==> src/rtl/xnor_bist_ctrl_if.sv <==
// Control/observe bundle between a test-control register, the BIST sequencer and an Xnor2 gate.
// Defining XNOR_BIST_ERRLOG_EN adds the first-error log signals.
interface xnor_bist_ctrl_if;
    logic       start;
    logic       abort;
    logic       busy;
    logic       done;
    logic       pass;
    logic [3:0] fail_mask;
    logic       gate_x;
    logic       gate_y;
    logic       gate_z;
`ifdef XNOR_BIST_ERRLOG_EN
    logic       first_err_valid;
    logic [1:0] first_err_vec;
    logic       first_err_z;

    modport master (
        output start, abort, gate_z,
        input  busy, done, pass, fail_mask, gate_x, gate_y,
        input  first_err_valid, first_err_vec, first_err_z
    );
    modport slave (
        input  start, abort, gate_z,
        output busy, done, pass, fail_mask, gate_x, gate_y,
        output first_err_valid, first_err_vec, first_err_z
    );
`else
    modport master (
        output start, abort, gate_z,
        input  busy, done, pass, fail_mask, gate_x, gate_y
    );
    modport slave (
        input  start, abort, gate_z,
        output busy, done, pass, fail_mask, gate_x, gate_y
    );
`endif
endinterface

==> src/rtl/xnor_bist_ctrl.sv <==
// BIST sequencer for one external Xnor2: applies 00,01,10,11, holds each HOLD_CYCLES cycles, checks z.
// Optional first-error log enabled by defining XNOR_BIST_ERRLOG_EN.
module xnor_bist_ctrl #(
    parameter int HOLD_CYCLES = 4,
    parameter int CNT_W       = 8
) (
    input  logic              clk,
    input  logic              rst,
    xnor_bist_ctrl_if.slave   bif
);

    typedef enum logic [1:0] {
        ST_IDLE,
        ST_APPLY,
        ST_DONE
    } state_e;

    localparam logic [CNT_W-1:0] HOLD_RELOAD = CNT_W'(HOLD_CYCLES - 1);

    state_e           state_q;
    logic [1:0]       vec_q;
    logic [CNT_W-1:0] cnt_q;
    logic             busy_q;
    logic             done_q;
    logic             pass_q;
    logic [3:0]       fail_mask_q;
    logic             gate_x_q;
    logic             gate_y_q;

    logic             expected_z;
    logic             mismatch;
    logic             sample;
    logic [1:0]       vec_d;
    logic [3:0]       fail_mask_d;

    // NOTE: every always_comb output gets a default first so no path leaves it unassigned (no latch).
    always_comb begin
        expected_z  = ~(vec_q[1] ^ vec_q[0]);
        // NOTE: an X/Z on gate_z makes the equality unknown, so the if falls through and it stays a mismatch.
        mismatch    = 1'b1;
        if (bif.gate_z == expected_z) begin
            mismatch = 1'b0;
        end
        sample      = (state_q == ST_APPLY) && (cnt_q == '0) && !bif.abort;
        vec_d       = vec_q + 2'd1;
        fail_mask_d = fail_mask_q;
        if (sample) begin
            fail_mask_d[vec_q] = mismatch;
        end
    end

    // NOTE: sequential state uses non-blocking assignments so every register sees pre-edge values.
    always_ff @(posedge clk) begin
        if (rst) begin
            state_q     <= ST_IDLE;
            vec_q       <= 2'd0;
            cnt_q       <= '0;
            busy_q      <= 1'b0;
            done_q      <= 1'b0;
            pass_q      <= 1'b0;
            fail_mask_q <= 4'b0000;
            gate_x_q    <= 1'b0;
            gate_y_q    <= 1'b0;
        end else begin
            done_q <= 1'b0;
            case (state_q)
                ST_IDLE: begin
                    if (bif.start) begin
                        state_q     <= ST_APPLY;
                        vec_q       <= 2'd0;
                        cnt_q       <= HOLD_RELOAD;
                        busy_q      <= 1'b1;
                        pass_q      <= 1'b0;
                        fail_mask_q <= 4'b0000;
                        gate_x_q    <= 1'b0;
                        gate_y_q    <= 1'b0;
                    end
                end
                ST_APPLY: begin
                    if (bif.abort) begin
                        state_q     <= ST_IDLE;
                        vec_q       <= 2'd0;
                        cnt_q       <= '0;
                        busy_q      <= 1'b0;
                        pass_q      <= 1'b0;
                        fail_mask_q <= 4'b0000;
                        gate_x_q    <= 1'b0;
                        gate_y_q    <= 1'b0;
                    end else if (sample) begin
                        fail_mask_q <= fail_mask_d;
                        if (vec_q == 2'd3) begin
                            state_q  <= ST_DONE;
                            busy_q   <= 1'b0;
                            done_q   <= 1'b1;
                            pass_q   <= (fail_mask_d == 4'b0000);
                            gate_x_q <= 1'b0;
                            gate_y_q <= 1'b0;
                        end else begin
                            vec_q    <= vec_d;
                            cnt_q    <= HOLD_RELOAD;
                            gate_x_q <= vec_d[1];
                            gate_y_q <= vec_d[0];
                        end
                    end else begin
                        cnt_q <= cnt_q - 1'b1;
                    end
                end
                ST_DONE: begin
                    state_q <= ST_IDLE;
                end
                default: begin
                    state_q <= ST_IDLE;
                end
            endcase
        end
    end

    assign bif.busy      = busy_q;
    assign bif.done      = done_q;
    assign bif.pass      = pass_q;
    assign bif.fail_mask = fail_mask_q;
    assign bif.gate_x    = gate_x_q;
    assign bif.gate_y    = gate_y_q;

`ifdef XNOR_BIST_ERRLOG_EN
    logic       first_err_valid_q;
    logic [1:0] first_err_vec_q;
    logic       first_err_z_q;
    logic       log_clear;

    assign log_clear = ((state_q == ST_IDLE) && bif.start) ||
                       ((state_q == ST_APPLY) && bif.abort);

    always_ff @(posedge clk) begin
        if (rst || log_clear) begin
            first_err_valid_q <= 1'b0;
            first_err_vec_q   <= 2'd0;
            first_err_z_q     <= 1'b0;
        end else if (sample && mismatch && !first_err_valid_q) begin
            first_err_valid_q <= 1'b1;
            first_err_vec_q   <= vec_q;
            first_err_z_q     <= bif.gate_z;
        end
    end

    assign bif.first_err_valid = first_err_valid_q;
    assign bif.first_err_vec   = first_err_vec_q;
    assign bif.first_err_z     = first_err_z_q;
`else
    // Without the error log only the pass/fail_mask summary is reported.
`endif

endmodule
==> src/flat_wrapper.sv <==
// flat-port wrapper written by rule: the top's interface ports become plain ports
module xnor_bist_ctrl_flat 
#(
    parameter int HOLD_CYCLES = 4,
    parameter int CNT_W       = 8
)
  (clk, rst, bif_start, bif_abort, bif_gate_z, bif_busy, bif_done, bif_pass, bif_fail_mask, bif_gate_x, bif_gate_y);
  xnor_bist_ctrl_if bif_i ();
  input  logic clk;
  input  logic rst;
  input wire logic [$bits(bif_i.start)-1:0] bif_start;
  input wire logic [$bits(bif_i.abort)-1:0] bif_abort;
  input wire logic [$bits(bif_i.gate_z)-1:0] bif_gate_z;
  output wire logic [$bits(bif_i.busy)-1:0] bif_busy;
  output wire logic [$bits(bif_i.done)-1:0] bif_done;
  output wire logic [$bits(bif_i.pass)-1:0] bif_pass;
  output wire logic [$bits(bif_i.fail_mask)-1:0] bif_fail_mask;
  output wire logic [$bits(bif_i.gate_x)-1:0] bif_gate_x;
  output wire logic [$bits(bif_i.gate_y)-1:0] bif_gate_y;
  assign bif_i.start = bif_start;
  assign bif_i.abort = bif_abort;
  assign bif_i.gate_z = bif_gate_z;
  assign bif_busy = bif_i.busy;
  assign bif_done = bif_i.done;
  assign bif_pass = bif_i.pass;
  assign bif_fail_mask = bif_i.fail_mask;
  assign bif_gate_x = bif_i.gate_x;
  assign bif_gate_y = bif_i.gate_y;
  xnor_bist_ctrl #(.HOLD_CYCLES(HOLD_CYCLES), .CNT_W(CNT_W)) u_core (.clk(clk), .rst(rst), .bif(bif_i));
endmodule
==> config.mk <==
export PLATFORM = sky130hd
export DESIGN_NAME = xnor_bist_ctrl_flat
export DESIGN_NICKNAME = d
export VERILOG_FILES = /design/src/rtl/xnor_bist_ctrl_if.sv /design/src/rtl/xnor_bist_ctrl.sv /design/src/flat_wrapper.sv
export SDC_FILE = /design/constraint.sdc
export NUM_CORES = 1
export LEC_CHECK = 0
export BUFFER_PORTS_ARGS = -buffer_cell sky130_fd_sc_hd__buf_4
export CAP_MARGIN = 20
export CORE_MARGIN = 2
export CORE_UTILIZATION = 50
export DETAILED_ROUTE_END_ITERATION = 10
export GPL_TIMING_DRIVEN = 0
export PLACE_DENSITY_LB_ADDON = 0.05
export SYNTH_ARGS = -nofsm -noshare
export SYNTH_HDL_FRONTEND = slang
export SYNTH_SLANG_ARGS = --single-unit
==> constraint.sdc <==
create_clock -name clk -period 2.6 [get_ports clk]
set_input_delay 0.39 -clock clk [delete_from_list [all_inputs] [get_ports clk]]
set_output_delay 0.39 -clock clk [all_outputs]
set_load 0.01 [all_outputs]
Word level (Yosys, flattened, before mapping) --
Index checks and enable logic that the tools add are counted.
Word-level totals: latch bits 0, input port bits 5, memories 0, output and inout port bits 9, bits in writable memories 0, ROM bits 0, word-level logic and storage cells 82, register bits 21
Operators by class: shift-type cells 0, eq/ne operators 8, bitwise logic cells 4, div/mod/pow operators 0, order comparisons 2, mux-type cells 43, $mul 0, $add $sub $neg 2, reduce and logical (&&, ||, !) cells 14
Operator list (number):
- two-way mux 8 bit | 4
- two-way mux 1 bit | 17
- two-way mux 2 bit | 8
- two-way mux 4 bit | 4
- one-hot mux 8 bit (2 select lines) | 1
- AND reduction 3 bit | 3
- zero test 8 bit | 1
- one-hot mux 1 bit (2 select lines) | 4
- one-hot mux 2 bit (2 select lines) | 2
- one-hot mux 4 bit (2 select lines) | 1
- AND reduction 4 bit | 2
- subtractor 8 x 1 -> 8 bit, second input constant | 1
- != test 3 bit, second input constant | 2
- bitwise mux 4 bit | 1
- zero test 4 bit | 1
- != test 4 bit, second input constant | 1
- OR reduction 4 bit | 1
- logical AND 1 bit | 3
- < comparator 2 x 3 -> 1 bit, second input constant | 1
- != test 3 x 2 -> 1 bit, second input constant | 1
- inverter 1 bit | 3
- adder 2 x 1 -> 2 bit, second input constant | 1
- demux 1 bit (select 2 bit) | 1
- equality test 2 x 1 -> 1 bit, second input constant | 1
- other kinds (8) | 8

Longest topological paths before layout --
depth in word-level cells 11, mapped depth 7, depth with buffers taken out 6

Least setup slack after synthesis --
Ideal clock, no wire load.
path type register -> register, start register u_core.cnt_q[0], end register u_core.pass_q, in the netlist u_core.bif.pass, arrival 1.769 ns, cell stages (with the launch flop) 7, period minus slack after synthesis 1.885 ns, data required time 2.484 ns, library setup time 0.116 ns, buffers on the path 0, path slack 0.715 ns, cell sequence dfxtp_1 > inv_1 > ha_1 > or4bb_1 > or3_1 > and3_1 > a41o_1
Between the ends: longest elaborated chain between the ends 9, elaborated cells on any way between the ends 11, classes of those cells eq/ne (1); mux (5); reduce/logical (5)
Ends and longest elaborated chain:
- start: declaration | line xnor_bist_ctrl.sv:22 | logic [CNT_W-1:0] cnt_q;
- start signal: assignment | line xnor_bist_ctrl.sv:105 | cnt_q <= cnt_q - 1'b1;
- zero test 8 bit (*) | line xnor_bist_ctrl.sv:44 | sample = (state_q == ST_APPLY) && (cnt_q == '0) && !bif.abort;
- logical AND 1 bit (*) (2 in series) | line xnor_bist_ctrl.sv:44
- two-way mux 4 bit | line xnor_bist_ctrl.sv:47 | if (sample) begin
- zero test 4 bit | line xnor_bist_ctrl.sv:95 | pass_q <= (fail_mask_d == 4'b0000);
- two-way mux 1 bit | line xnor_bist_ctrl.sv:91 | if (vec_q == 2'd3) begin
- two-way mux 1 bit | line xnor_bist_ctrl.sv:89 | end else if (sample) begin
- two-way mux 1 bit | line xnor_bist_ctrl.sv:80 | if (bif.abort) begin
- one-hot mux 1 bit (2 select lines) | line xnor_bist_ctrl.sv:66 | case (state_q)
- end signal: assignment | line xnor_bist_ctrl.sv:95
- end: declaration | line xnor_bist_ctrl.sv:25 | logic pass_q;
Mark *: on every way between the ends. The rest lies on a longest branch, timed or not. The select of a mux whose other input is x is not followed. A chain may end at the register's enable or synchronous reset.

Worst setup path in the final report --
start register u_core.vec_q[0], end register u_core.pass_q, in the netlist u_core.bif.pass
Between the ends: longest elaborated chain between the ends 11, elaborated cells on any way between the ends 19, classes of those cells order compare (2); eq/ne (3); mux (9); bitwise (2); reduce/logical (3)
Ends and longest elaborated chain:
- start: declaration | line xnor_bist_ctrl.sv:21 | logic [1:0] vec_q;
- start signal: assignment | line xnor_bist_ctrl.sv:99 | vec_q <= vec_d;
- < comparator 2 x 3 -> 1 bit (implied by the code) (tied with other cells) | line xnor_bist_ctrl.sv:48 | fail_mask_d[vec_q] = mismatch;
- logical AND 1 bit (implied by the code) or inverter 1 bit (tied branches) | line xnor_bist_ctrl.sv:48, xnor_bist_ctrl.sv:38
- two-way mux 1 bit (implied by the code) or equality test 1 bit (tied branches) | line xnor_bist_ctrl.sv:48, xnor_bist_ctrl.sv:41
- demux 1 bit (select 2 bit) or two-way mux 1 bit (tied branches)
- bitwise mux 4 bit | line xnor_bist_ctrl.sv:48
- two-way mux 4 bit | line xnor_bist_ctrl.sv:47
- zero test 4 bit | line xnor_bist_ctrl.sv:95
- two-way mux 1 bit | line xnor_bist_ctrl.sv:91
- two-way mux 1 bit | line xnor_bist_ctrl.sv:89
- two-way mux 1 bit | line xnor_bist_ctrl.sv:80
- one-hot mux 1 bit (2 select lines) | line xnor_bist_ctrl.sv:66
Parallel ways exist; a longest one is shown, timed or not. The select of a mux whose other input is x is not followed.

==> impl_metrics.tcl <==
set metrics [dict create \
    status "finished, final reports clean" \
    hold_path_depth 3 \
    post-cts-setup-buffers 0 \
    reg2reg_depth 5 \
    n_antenna_cell 0 \
    slowest_delay_ns 0.50 \
    synth.distinct_cells 42 \
    yosysWarnings 0 \
    row_count 17 \
    synth_area_sq_um 1130 \
    fillers 209 \
    wl_per_cell_um 13.6 \
    r2r_end "u_core.bif.pass" \
    synth.most_common_cell "dfxtp_1" \
    viasPerCell 5.83 \
    grt_pass1_vias 889 \
    hold_start "bif_start" \
    period_share_pct 79.5 \
    overflow 0 \
    yosysTopAreaCellShare_pct 37.3 \
    pin_count 14 \
    grt_pass1_wl_um 4080 \
    finalHoldViolCount 0 \
    synth_edf_count 0 \
    final.setup.tns_ns 0 \
    htreeDepth 1 \
    first_pass_iters 4 \
    final_util_pct 59.3 \
    r2r_start "u_core.vec_q[0]" \
    cts.sink_count 21 \
    cp.required_ns 2.80 \
    drt_iter0_drc 8 \
    drcViolationCount 0 \
    die_y_um 51.5 \
    tightest_slew_ns 0.881 \
    rsz0062_at_grt "false" \
    tritoncts "built" \
    path_cells "ha_1, or4bb_1, or3_1, and3_1, a41o_1" \
    finalSetupViolCount 0 \
    grt_usage_pct 20.7 \
    syn_to_final_growth_pct 14.1 \
    hold_path_class "in -> reg" \
    nets 155 \
    drive_gt1_share_pct 18.8 \
    grt_antenna_before_repair 0 \
    cp.arrival_ns 2.27 \
    synth_cells 127 \
    powerDensity_nw_per_um2 513 \
    synth.area.top_cells "dfxtp_1 37%, a21oi_1 6.7%, ha_1 5.5%" \
    cp_slowest_cell "or4bb_1" \
    port_buffers 13 \
    synth-seq-cells 21 \
    synth.largest_area_cell "dfxtp_1" \
    holdPathEnd "u_core.state_q[0]" \
    p_leak_nw 0.491 \
    core_sq_um 2170 \
    clock_latency_ns 0.29 \
    synth_common_cells "21 x dfxtp_1, 15 x a21oi_1, 7 x inv_1, 7 x nand2_1, 6 x o31ai_1" \
    maxCapViolCount 0 \
    crit_cells 5 \
    cp-end-kind "flop" \
    die_area_sq_um 2650 \
    regToRegSetupSlack_ns 0.53 \
    holdWs_ns 0.389 \
    ant_nets 0 \
    routed_wl_um 2340 \
    die_x_um 51.5 \
    grt_max_degree 12 \
    synth_ff_type "dfxtp_1" \
    ctsHoldBuffers 0 \
    initial_utilization_pct 52.0 \
    async_flop_share_pct 0 \
    syn_avg_cell_area_sq_um 8.89 \
    num_vias 1003 \
    syn_nets 137 \
    dp_hpwl_um 1750 \
    seq_area_sq_um 420 \
    worstSetupPathType "reg -> reg" \
    cts_resized 0 \
    vdd_drop_max_mv 0.310 \
    cts_root_buf "clkbuf_4" \
    numCtsBuffers 3 \
    slew_viol_final 0 \
    fmax_mhz 483 \
    cp_top_family "simple AND/OR/NAND/NOR gates" \
    slew_headroom_pct 41.2 \
    ys_seq_area_share_pct 37.3 \
    multi_input_area_sq_um 639 \
    worstPathMaxFanout 6 \
    path_clk_slew_ns 0.11 \
    min_period_ns 2.07 \
    place_congestion 0.805 \
    start_kind "flop" \
    critical_path_buf_inv_count 0 \
    clockBufferDepth 2 \
    skew_ns 0.00129 \
]
state kept, by name (all words and copies together) (netlist names):
name                  count
u_core.bif.done           1
u_core.bif.gate_x         1
u_core.vec_q              2
u_core.bif.pass           1
u_core.bif.busy           1
u_core.cnt_q              8
u_core.bif.fail_mask      4
u_core.bif.gate_y         1
u_core.state_q            2
placed cells by master (no fill, tap or decap), types with 4 or more instances in the layout:
cell     count
or4_1        4
nor2_1       4
nand3_1      4
dfxtp_1     21
ha_1         5
o21ai_1      5
a21oi_1     15
buf_4       14
o21ai_0      4
inv_1        7
nand2_1      7
o31ai_1      6
per-layer routing:
layer	global-route usage (%)	up-vias	wire length, um
met5	0	-	0
met4	9.21	0	17
met3	2.59	2	76
met2	32.3	13	1130
met1	28.7	470	1110
li1	-	518	-
cells by family (layout without fill, tap and decap cells):
group	Yosys count	after routing	synth area share (%)
compound gates	44	44	25.7
simple gates	43	43	24.6
xor+xnor	1	1	0.776
flops	21	21	37.3
buf+inv	13	30	6.10
fa+ha+maj	5	5	5.54
worst max-delay path by stage:
stage | slack [ns] | from | endpoint
2_1_floorplan | 0.72 | u_core.cnt_q[0] | u_core.bif.pass
3_3_place_gp | 0.58 | u_core.vec_q[0] | u_core.bif.pass
3_5_place_dp | 0.56 | u_core.cnt_q[0] | u_core.bif.fail_mask[1]
4_1_cts | 0.53 | u_core.cnt_q[0] | u_core.bif.fail_mask[2]
5_1_grt | 0.35 | u_core.cnt_q[0] | u_core.bif.fail_mask[0]
6_report | 0.53 | u_core.vec_q[0] | u_core.bif.pass
metrics by stage:
step | cells | total power [mW] | worst slack, ns | cell area, sq um
finish | 172 | 0.661 | 0.532 | 1290
floorplan | 127 | 0.476 | 0.715 | 1130
global placement | 168 | 0.510 | 0.584 | 1260
global route | 172 | 0.709 | 0.348 | 1290
detailed placement | 168 | 0.515 | 0.559 | 1260
CTS | 172 | 0.671 | 0.530 | 1290
layout make-up:
class | instances | area share, %
Buffer | 6 | 3.30
Clock buffer | 4 | 2.04
Inverter | 7 | 2.04
Multi-Input combinational cell | 93 | 49.7
Sequential cell | 21 | 32.7
Tap cell | 28 | 2.72
Timing Repair Buffer | 13 | 7.58
report_power, final:
group | internal, mW | switching (mW)
Clock | 0.0597 | 0.0941
Sequential | 0.335 | 0.0120
Combinational | 0.0669 | 0.0928
worst reg2reg max path: stages, from the launching register on:
cell     delay, ns
dfxtp_1       0.43
ha_1          0.28
or4bb_1       0.50
or3_1         0.38
and3_1        0.19
a41o_1        0.20
Note: power is estimated with default switching activity, not from simulation.
